`config.mk`:
```
export PLATFORM = sky130hd
export DESIGN_NAME = wb_cache_memory
export DESIGN_NICKNAME = d
export VERILOG_FILES = /design/src/rtl/wb_cache_memory.sv
export SDC_FILE = /design/constraint.sdc
export NUM_CORES = 2
export LEC_CHECK = 0
export ABC_AREA = 1
export BUFFER_PORTS_ARGS = -buffer_cell sky130_fd_sc_hd__buf_2
export CORE_UTILIZATION = 45
export CTS_BUF_LIST = sky130_fd_sc_hd__clkbuf_16
export DETAILED_ROUTE_END_ITERATION = 8
export HOLD_SLACK_MARGIN = 0.05
export PLACE_DENSITY_LB_ADDON = 0.2
export RECOVER_POWER = 25
export SLEW_MARGIN = 20
export SYNTH_ARGS = -nofsm -noshare
export SYNTH_HDL_FRONTEND = slang
export SYNTH_SLANG_ARGS = --single-unit
```
`constraint.sdc`:
```
create_clock -name clk -period 4.4 [get_ports clk]
set_input_delay 0.44 -clock clk [delete_from_list [all_inputs] [get_ports clk]]
set_output_delay 0.44 -clock clk [all_outputs]
set_load 0.03 [all_outputs]
```
`src/rtl/wb_cache_memory.sv`:
```
// Write-back, direct-mapped cache with multi-word blocks in front of a
// fixed-latency backing RAM, sequenced by a single controller FSM.
module wb_cache_memory #(
  parameter int ramWidth   = 8,
  parameter int addrSize   = 8,
  parameter int indexBits  = 2,
  parameter int offsetBits = 1,
  parameter int ramLatency = 2
) (
  input  logic                clk,
  input  logic                clrN,
  input  logic                req,
  input  logic [1:0]          cntrl,
  input  logic                isIndirect,
  input  logic [addrSize-1:0] addr,
  input  logic [ramWidth-1:0] dataIn,
  output logic [ramWidth-1:0] dataOut,
  output logic                dataReady,
  output logic                busy,
  output logic [15:0]         hitCount,
  output logic [15:0]         missCount
);

  localparam int W     = 1 << offsetBits;
  localparam int LINES = 1 << indexBits;
  localparam int TAGW  = addrSize - indexBits - offsetBits;
  localparam int DEPTH = 1 << addrSize;
  localparam int LATW  = (ramLatency > 1) ? $clog2(ramLatency) : 1;

  typedef enum logic [2:0] {IDLE, LOOKUP, EVICT, FILL, RELOOK, FLUSH, DONE} state_t;

  state_t                 state_q;
  logic [addrSize-1:0]    addr_q;
  logic [ramWidth-1:0]    wdata_q;
  logic                   is_write_q;
  logic                   indirect_q;
  logic                   flushing_q;
  logic [indexBits-1:0]   flush_idx_q;
  logic [offsetBits-1:0]  word_q;
  logic [LATW-1:0]        lat_q;
  logic [ramWidth-1:0]    dout_q;
  logic                   ready_q;
  logic                   busy_q;
  logic [15:0]            hit_q;
  logic [15:0]            miss_q;
  logic [LINES-1:0]       valid_q;
  logic [LINES-1:0]       dirty_q;
  logic [TAGW-1:0]        tag_q  [LINES];
  logic [ramWidth-1:0]    line_q [LINES*W];
  logic [ramWidth-1:0]    ram_q  [DEPTH];

  logic [TAGW-1:0]        req_tag;
  logic [indexBits-1:0]   req_idx;
  logic [offsetBits-1:0]  req_off;
  logic                   hit;
  logic [ramWidth-1:0]    hit_word;
  logic [addrSize-1:0]    ptr_addr;
  logic [indexBits-1:0]   vic_idx;
  logic [addrSize-1:0]    evict_addr;
  logic [addrSize-1:0]    fill_addr;
  logic                   xfer_last;

  assign req_tag    = addr_q[addrSize-1 -: TAGW];
  assign req_idx    = addr_q[offsetBits +: indexBits];
  assign req_off    = addr_q[offsetBits-1:0];
  assign hit        = valid_q[req_idx] && (tag_q[req_idx] == req_tag);
  assign hit_word   = line_q[{req_idx, req_off}];
  // During a flush the victim is the scanned line rather than the request's line.
  assign vic_idx    = flushing_q ? flush_idx_q : req_idx;
  assign evict_addr = {tag_q[vic_idx], vic_idx, word_q};
  assign fill_addr  = {req_tag, req_idx, word_q};
  assign xfer_last  = (lat_q == LATW'(ramLatency - 1));

  generate
    if (ramWidth >= addrSize) begin : g_ptr_trunc
      assign ptr_addr = hit_word[addrSize-1:0];
    end else begin : g_ptr_ext
      assign ptr_addr = {{(addrSize-ramWidth){1'b0}}, hit_word};
    end
  endgenerate

  always_ff @(posedge clk or negedge clrN) begin
    if (!clrN) begin
      state_q     <= IDLE;
      addr_q      <= '0;
      wdata_q     <= '0;
      is_write_q  <= 1'b0;
      indirect_q  <= 1'b0;
      flushing_q  <= 1'b0;
      flush_idx_q <= '0;
      word_q      <= '0;
      lat_q       <= '0;
      dout_q      <= '0;
      ready_q     <= 1'b0;
      busy_q      <= 1'b0;
      hit_q       <= '0;
      miss_q      <= '0;
      valid_q     <= '0;
      dirty_q     <= '0;
      for (int i = 0; i < LINES; i++) tag_q[i] <= '0;
      for (int i = 0; i < LINES*W; i++) line_q[i] <= '0;
      for (int i = 0; i < DEPTH; i++) ram_q[i] <= '0;
    end else begin
      ready_q <= 1'b0;
      case (state_q)
        IDLE: begin
          if (req && cntrl != 2'b00) begin
            addr_q      <= addr;
            wdata_q     <= dataIn;
            is_write_q  <= (cntrl == 2'b10);
            indirect_q  <= isIndirect && (cntrl == 2'b01);
            flushing_q  <= (cntrl == 2'b11);
            flush_idx_q <= '0;
            busy_q      <= 1'b1;
            state_q     <= (cntrl == 2'b11) ? FLUSH : LOOKUP;
          end
        end
        LOOKUP, RELOOK: begin
          if (state_q == LOOKUP) begin
            if (hit) begin
              if (hit_q != 16'hFFFF) hit_q <= hit_q + 16'd1;
            end else begin
              if (miss_q != 16'hFFFF) miss_q <= miss_q + 16'd1;
            end
          end
          if (hit) begin
            if (is_write_q) begin
              line_q[{req_idx, req_off}] <= wdata_q;
              dirty_q[req_idx]           <= 1'b1;
              ready_q                    <= 1'b1;
              state_q                    <= DONE;
            end else if (indirect_q) begin
              // Second stage reuses the LOOKUP path with the fetched pointer.
              addr_q     <= ptr_addr;
              indirect_q <= 1'b0;
              state_q    <= LOOKUP;
            end else begin
              dout_q  <= hit_word;
              ready_q <= 1'b1;
              state_q <= DONE;
            end
          end else begin
            state_q <= (valid_q[req_idx] && dirty_q[req_idx]) ? EVICT : FILL;
          end
        end
        EVICT: begin
          if (xfer_last) begin
            ram_q[evict_addr] <= line_q[{vic_idx, word_q}];
            lat_q             <= '0;
            if (&word_q) begin
              word_q           <= '0;
              dirty_q[vic_idx] <= 1'b0;
              if (!flushing_q) begin
                state_q <= FILL;
              end else if (&flush_idx_q) begin
                ready_q <= 1'b1;
                state_q <= DONE;
              end else begin
                flush_idx_q <= flush_idx_q + 1'b1;
                state_q     <= FLUSH;
              end
            end else begin
              word_q <= word_q + 1'b1;
            end
          end else begin
            lat_q <= lat_q + 1'b1;
          end
        end
        FILL: begin
          if (xfer_last) begin
            line_q[{req_idx, word_q}] <= ram_q[fill_addr];
            lat_q                     <= '0;
            if (&word_q) begin
              word_q           <= '0;
              valid_q[req_idx] <= 1'b1;
              dirty_q[req_idx] <= 1'b0;
              tag_q[req_idx]   <= req_tag;
              state_q          <= RELOOK;
            end else begin
              word_q <= word_q + 1'b1;
            end
          end else begin
            lat_q <= lat_q + 1'b1;
          end
        end
        FLUSH: begin
          if (valid_q[flush_idx_q] && dirty_q[flush_idx_q]) begin
            state_q <= EVICT;
          end else if (&flush_idx_q) begin
            ready_q <= 1'b1;
            state_q <= DONE;
          end else begin
            flush_idx_q <= flush_idx_q + 1'b1;
          end
        end
        DONE: begin
          busy_q  <= 1'b0;
          state_q <= IDLE;
        end
        default: state_q <= IDLE;
      endcase
    end
  end

  assign dataOut   = dout_q;
  assign dataReady = ready_q;
  assign busy      = busy_q;
  assign hitCount  = hit_q;
  assign missCount = miss_q;

endmodule

```
# --- Word level (Yosys, flattened, before mapping) ---
# Cells that the tools add are included.
totals:
  inputBits: 22
  reg_bits: 2208
op_classes:
  add_sub_neg: 5
  muxes: 95
  n_reduce_logical: 35
  n_eq_ne: 24
  bitwise_logic: 16
  n_lt_le_gt_ge: 16
op_table:
  columns: ["cell", "n"]
  rows:
  - ["$bwmux 2048", 1]
  - ["$mux 64", 3]
  - ["$bwmux 64", 2]
  - ["$pmux 64 s2", 1]
  - ["$mux 8", 13]
  - ["$bmux 8 s8", 1]
  - ["$demux 8 s8", 1]
  - ["$bmux 8 s3", 2]
  - ["$demux 8 s3", 2]
  - ["$mux 3", 12]
  - ["$add 16x1->16 const B", 2]
  - ["$ne 16x16->1 const B", 2]
  - ["$mux 5", 5]
  - ["$mux 4", 6]
  - ["$ne 2x2->1 const B", 11]
  - ["$mux 1", 21]
  - ["$bmux 5 s2", 2]
  - ["$bwmux 20", 1]
  - ["$reduce_and 4->1", 5]
  - ["$ge 9x9->1 const B", 2]
  - ["$not 8->9", 2]
  - ["$mux 2", 8]
  - ["$pmux 8 s2", 1]
  - ["$pmux 3 s5", 1]
  - ["39 further kinds", 84]

# --- Logic depth before layout (Yosys ltp) ---
depth:
  depth_word: 11
  ltp_mapped: 18
  ltp_nobuf: 16

# --- Worst setup path before layout ---
# No wires, ideal clock.
synth_timing:
  path_kind: "flip-flop to flip-flop"
  start: "register flushing_q"
  end: "register ram_q[1736] in the netlist's numbering"
  stages_incl_launch_ff: 17
  required_time_ps: 4268
  arrival_time_ps: 2385
  period_less_slack_ps: 2517
  slack_ps: 1883
  setup_time_ps: 132
  cell_sequence: "dfrtp_1 > inv_2 > nand2_1 > nand2_2 > inv_2 > nand2_1 > inv_2 > nand2_1 > nand2_1 > a21oi_2 > o21ai_4 > nor2_2 > nand2_1 > buf_2 > nor2_2 > clkbuf_1 > o21ai_0"
synth_via:
  elab_chain_len: 11
  elab_cells_between_ends: 16
  classes_between: "order compare: 2; mux: 10; bitwise: 3; reduce/logical: 1"
synth_rtl:
  columns: ["element", "line", "source"]
  rows:
  - ["from (decl)", "37", "logic flushing_q;"]
  - ["from (signal assigned)", "112", "flushing_q <= (cntrl == 2'b11);"]
  - ["$mux 2 *", "69", "assign vic_idx = flushing_q ? flush_idx_q : req_idx;"]
  - ["$not 2->3 (not written as such)", "70", "assign evict_addr = {tag_q[vic_idx], vic_idx, word_q};"]
  - ["$bmux 5 s2", "70", null]
  - ["$mux 5 (not written as such) (2 in a row)", "70", null]
  - ["$not 8->9 (not written as such)", "148", "ram_q[evict_addr] <= line_q[{vic_idx, word_q}];"]
  - ["$ge 9x9->1 (not written as such) or $lt 9x1->1 (tied branches)", "148", null]
  - ["$logic_and 1x1->1 (not written as such)", "148", null]
  - ["$mux 8 (not written as such)", "148", null]
  - ["$demux 8 s8", "148", null]
  - ["$bwmux 2048 *", "148", null]
  - ["to (signal, indexed assignment)", "148", null]
  - ["to (decl)", "50", "logic [ramWidth-1:0] ram_q [DEPTH];"]
# Mark *: on every way between the ends. The rest lies on a longest branch, timed or not. The select of a mux whose other input is x is not followed.
# A chain may end at the register's enable or synchronous reset.

# --- Worst setup path after layout ---
layout_timing:
  start: "register addr_q[2]"
  end: "register line_q[31] in the netlist's numbering"
layout_via:
  elab_chain_len: 9
  elab_cells_between_ends: 32
  classes_between: "order compare: 4; eq/ne: 2; mux: 18; bitwise: 4; reduce/logical: 4"
layout_rtl:
  columns: ["element", "line", "source"]
  rows:
  - ["from (decl)", "33", "logic [addrSize-1:0] addr_q;"]
  - ["from (signal assigned)", "108", "addr_q <= addr;"]
  - ["from (signal assigned)", "134", "addr_q <= ptr_addr;"]
  - ["branches (longest 9 deep; another with $bwmux 64)", null, null]
  - ["to (signal, indexed assignment)", "128", "line_q[{req_idx, req_off}] <= wdata_q;"]
  - ["to (signal, indexed assignment)", "171", "line_q[{req_idx, word_q}] <= ram_q[fill_addr];"]
  - ["to (decl)", "49", "logic [ramWidth-1:0] line_q [LINES*W];"]
# Several ways; the timed one is not identified. The select of a mux whose other input is x is not followed.

==> results.yml <==
worst_setup_path:
  cp-end-kind: "register"
  cpMaxStageDelayCell: "nand3_1"
  critPathMostFrequentCell: "nand3_1"
  critPathMaxStageDelay_ns: 0.53
  critPathMaxFanout: 30
  reg2reg_slack_ns: 0.45
  worstPathRequired_ns: 5.20
  r2r_end: "line_q[31]"
  critPathBufInv: 3
  worstRegToRegCells: 14
  crit_type: "reg -> reg"
  rr_startpoint: "addr_q[2]"
  critPathLaunchType: "register"
  crit_chain: "buf_4 -> nand2_4 -> inv_8 -> buf_4 -> nand3_1 -> nand2_1 -> nor2_1 -> nand2_1 -> nand3_1 -> nand3_1 -> nand3_1 -> nand3_1 -> nand3_1 -> a21oi_1"
  arrival_ns: 4.76
  path_delay_family: "simple AND/OR/NAND/NOR gates"
sta:
  slew_headroom: -1.321
  setup_viol: 0
  rsz0062_at_grt: "no"
  hold_viol: 0
  period_needed_ns: 3.953
  worst_pin_slew_ns: 3.482
  tns_ns: 0
  max_freq_mhz: 253.0
  drv_slew: 35
  worst_slack_ns: 0.4472
  worst_clock_skew_ns: 0.03343
  period_share: 0.8984
yosys:
  yosys.area.top_type_share: 0.5115
  synth_edf_count: 0
  avgSynthCellArea_sq_um: 7.530
  synthFlopType: "dfrtp_1"
  synth-async-reset-ratio: 1.000
  ys_ff_latch: 2208
  yosysTopAreaCell: "dfrtp_1"
  seq_area_frac_synth: 0.5115
  synth_area_leaders: "dfrtp_1 51%, nand2_1 17%, o21ai_0 8.5%"
  synthCells: 14350
  yosysWarnings: 0
  synth_area_sq_um: 108000
  ys_types: 47
  syn-num-nets: 14370
global_route:
  antenna_found_initial: 4
  overflow: 0
  grt_max_degree: 175
  track_usage: 0.2936
  grt_pass1_wl_um: 546800
  grt_pass1_vias: 86470
route:
  wl_met3_um: 27510
  antenna_left: 0
  met2_length_um: 157000
  dr.max_layer_used: "met5"
  drtIter0Drc: 9873
  wl_per_cell_um: 20.55
  drc: 2
  drt-total-wl_um: 356800
  via_per_inst: 5.346
  via_count: 92820
  wl_met1_um: 156600
  dr.pass1.iters: 9
floorplan:
  die_y_um: 492.0
  rows: 179
  die-area_sq_um: 242000
  ios: 64
  die_w_um: 492.0
  start_util: 0.4533
  fp.coreArea_sq_um: 238300
clocking:
  cts_resized: 0
  cts_tree: "yes"
  clk_latency_ns: 0.89
  htreeDepth: 4
  clock_sinks: 2208
  clk_path_buf_depth: 3
  cts_root_buf: "clkbuf_16"
  cts_made_buffers: 233
  cts.clk_slew.worst_paths_ns: 0.06
  postCtsSetupRepairBufs: 0
status:
  violations: "design-rule violations, max-capacitance violations, max-slew violations"
  outcome: "complete, but fails checks"
pwr:
  p_total_mw: 79.56
  p_leak_nw: 57.43
  p_per_area_nw_per_um2: 667.7
  ir_drop_v: 0.001967
run:
  max-cap-violations: 1
layout:
  final_layout_size_suffix_gt1_frac: 0.06623
  nNetsFinal: 14020
  layout.cells.non_filler: 17360
  syn_to_final_growth_pct: 10.31
placement:
  gp_congestion: 0.9524
  place_ws_ns: 0.5846
  dp_cells: 16900
  dp_hpwl_um: 217500
  portBuffers: 63
min_path:
  hp-class: "in -> reg"
  whs_path_depth: 5
  whs_endpoint: "addr_q[2]"
  hold_start: "addr[2]"
==> cell usage after synthesis (all sizes together), types with 8 or more instances <==
cell     count
buf        162
o21ai     1890
clkbuf     780
a21oi      100
a22oi       12
nand3      964
nor3        69
o2111ai     18
or2        118
o22ai       24
nor2       904
nand2     4964
xnor2        8
dfrtp     2208
nand4       13
xor2        23
o211ai     247
o21a       298
inv       1510
==> cell families (layout without fill, tap and decap cells) <==
group / Yosys count / after routing / share of synthesized area
AO/OA/AOI/OAI: 2606 / 2606 / 0.1355
XOR/XNOR: 31 / 31 / 0.002513
adder cells (fa/ha/maj): 3 / 3 / 0.0003475
buffers and inverters: 2459 / 2306 / 0.08655
flip-flops: 2208 / 2208 / 0.5115
other: 0 / 1 / 0
AND/OR/NAND/NOR: 7039 / 7039 / 0.2636
==> worst max-delay path by stage <==
stage | startpoint | endpoint | slack (ns) | depth (start not counted)
after floorplan | flushing_q | ram_q[1736] | 1.88 | 16
after global placement | addr_q[2] | line_q[39] | 0.60 | 14
after detailed placement | addr_q[2] | line_q[55] | 0.58 | 14
after CTS | word_q | line_q[46] | 0.57 | 13
after global routing | clrN | ram_q[1582] | 0.16 | 4
final | addr_q[2] | line_q[31] | 0.45 | 14
==> metrics by stage <==
| step | hold WS, ns | cell area [sq um] | utilization |
|---|---|---|---|
| after floorplan | 0.1444 | 108000 | - |
| after global placement | 0.3656 | 111800 | 0.4692 |
| after detailed placement | 0.3612 | 111800 | 0.4692 |
| after CTS | 0.07313 | 119200 | 0.5004 |
| after global routing | 0.08455 | 119200 | 0.5000 |
| final | 0.1271 | 119200 | 0.5000 |
==> placed cells by master, fill, tap and decap left out, drive strengths merged, types with 100 or more instances in the layout <==
| cell type | count |
|---|---|
| o21a | 298 |
| clkinv | 110 |
| a21oi | 100 |
| inv | 1591 |
| o21ai | 1890 |
| or2 | 118 |
| nand2 | 4964 |
| nor2 | 904 |
| clkbuf | 254 |
| buf | 312 |
| dfrtp | 2208 |
| nand3 | 964 |
| o211ai | 247 |
==> metal layers <==
| layer | track usage | vias up |
|---|---|---|
| met5 | 0 | - |
| met4 | 0.1170 | 2 |
| met3 | 0.05177 | 688 |
| met2 | 0.4476 | 3228 |
| met1 | 0.4141 | 44480 |
| li1 | - | 44420 |
==> timing repair <==
item,in CTS,in global routing
endpoints found under the setup margin,0,0
hold buffers,22,0
hold endpoints to repair,633,0
==> worst reg2reg max path, cell delays in order (launching register included) <==
cell,delay (ns)
dfrtp_4,0.48
buf_4,0.43
nand2_4,0.30
inv_8,0.34
buf_4,0.41
nand3_1,0.12
nand2_1,0.09
nor2_1,0.04
nand2_1,0.09
nand3_1,0.20
nand3_1,0.20
nand3_1,0.32
nand3_1,0.53
nand3_1,0.15
a21oi_1,0.17
==> report_power, final <==
group          leakage (nW)  internal (mW)  switching [mW]  total (mW)
clock network          3.79           10.4            8.59        19.0
registers              30.6           21.8            1.04        22.9
logic                  23.0           7.93            29.8        37.7
==> cell type report <==
cell class                      count  area, sq um
Antenna cell                        1        2.502
Tap cell                         3167         3963
Clock inverter                    201         1280
Clock buffer                      237         5931
Fill cell                       23480       119100
Timing Repair Buffer              351         3374
Inverter                         1517         5779
Multi-Input combinational cell   9679        43560
Sequential cell                  2208        55270
==> registers in the layout, indices dropped and copies added (netlist names), 2 cells and up <==
name and flops:
ram_q 2048, line_q 64, dataOut 8, missCount 16, state_q 3, hitCount 16, tag_q 20, dirty_q 4
addr_q 8, wdata_q 8, flush_idx_q 2, valid_q 4
Power figures use the tool's default switching activity.
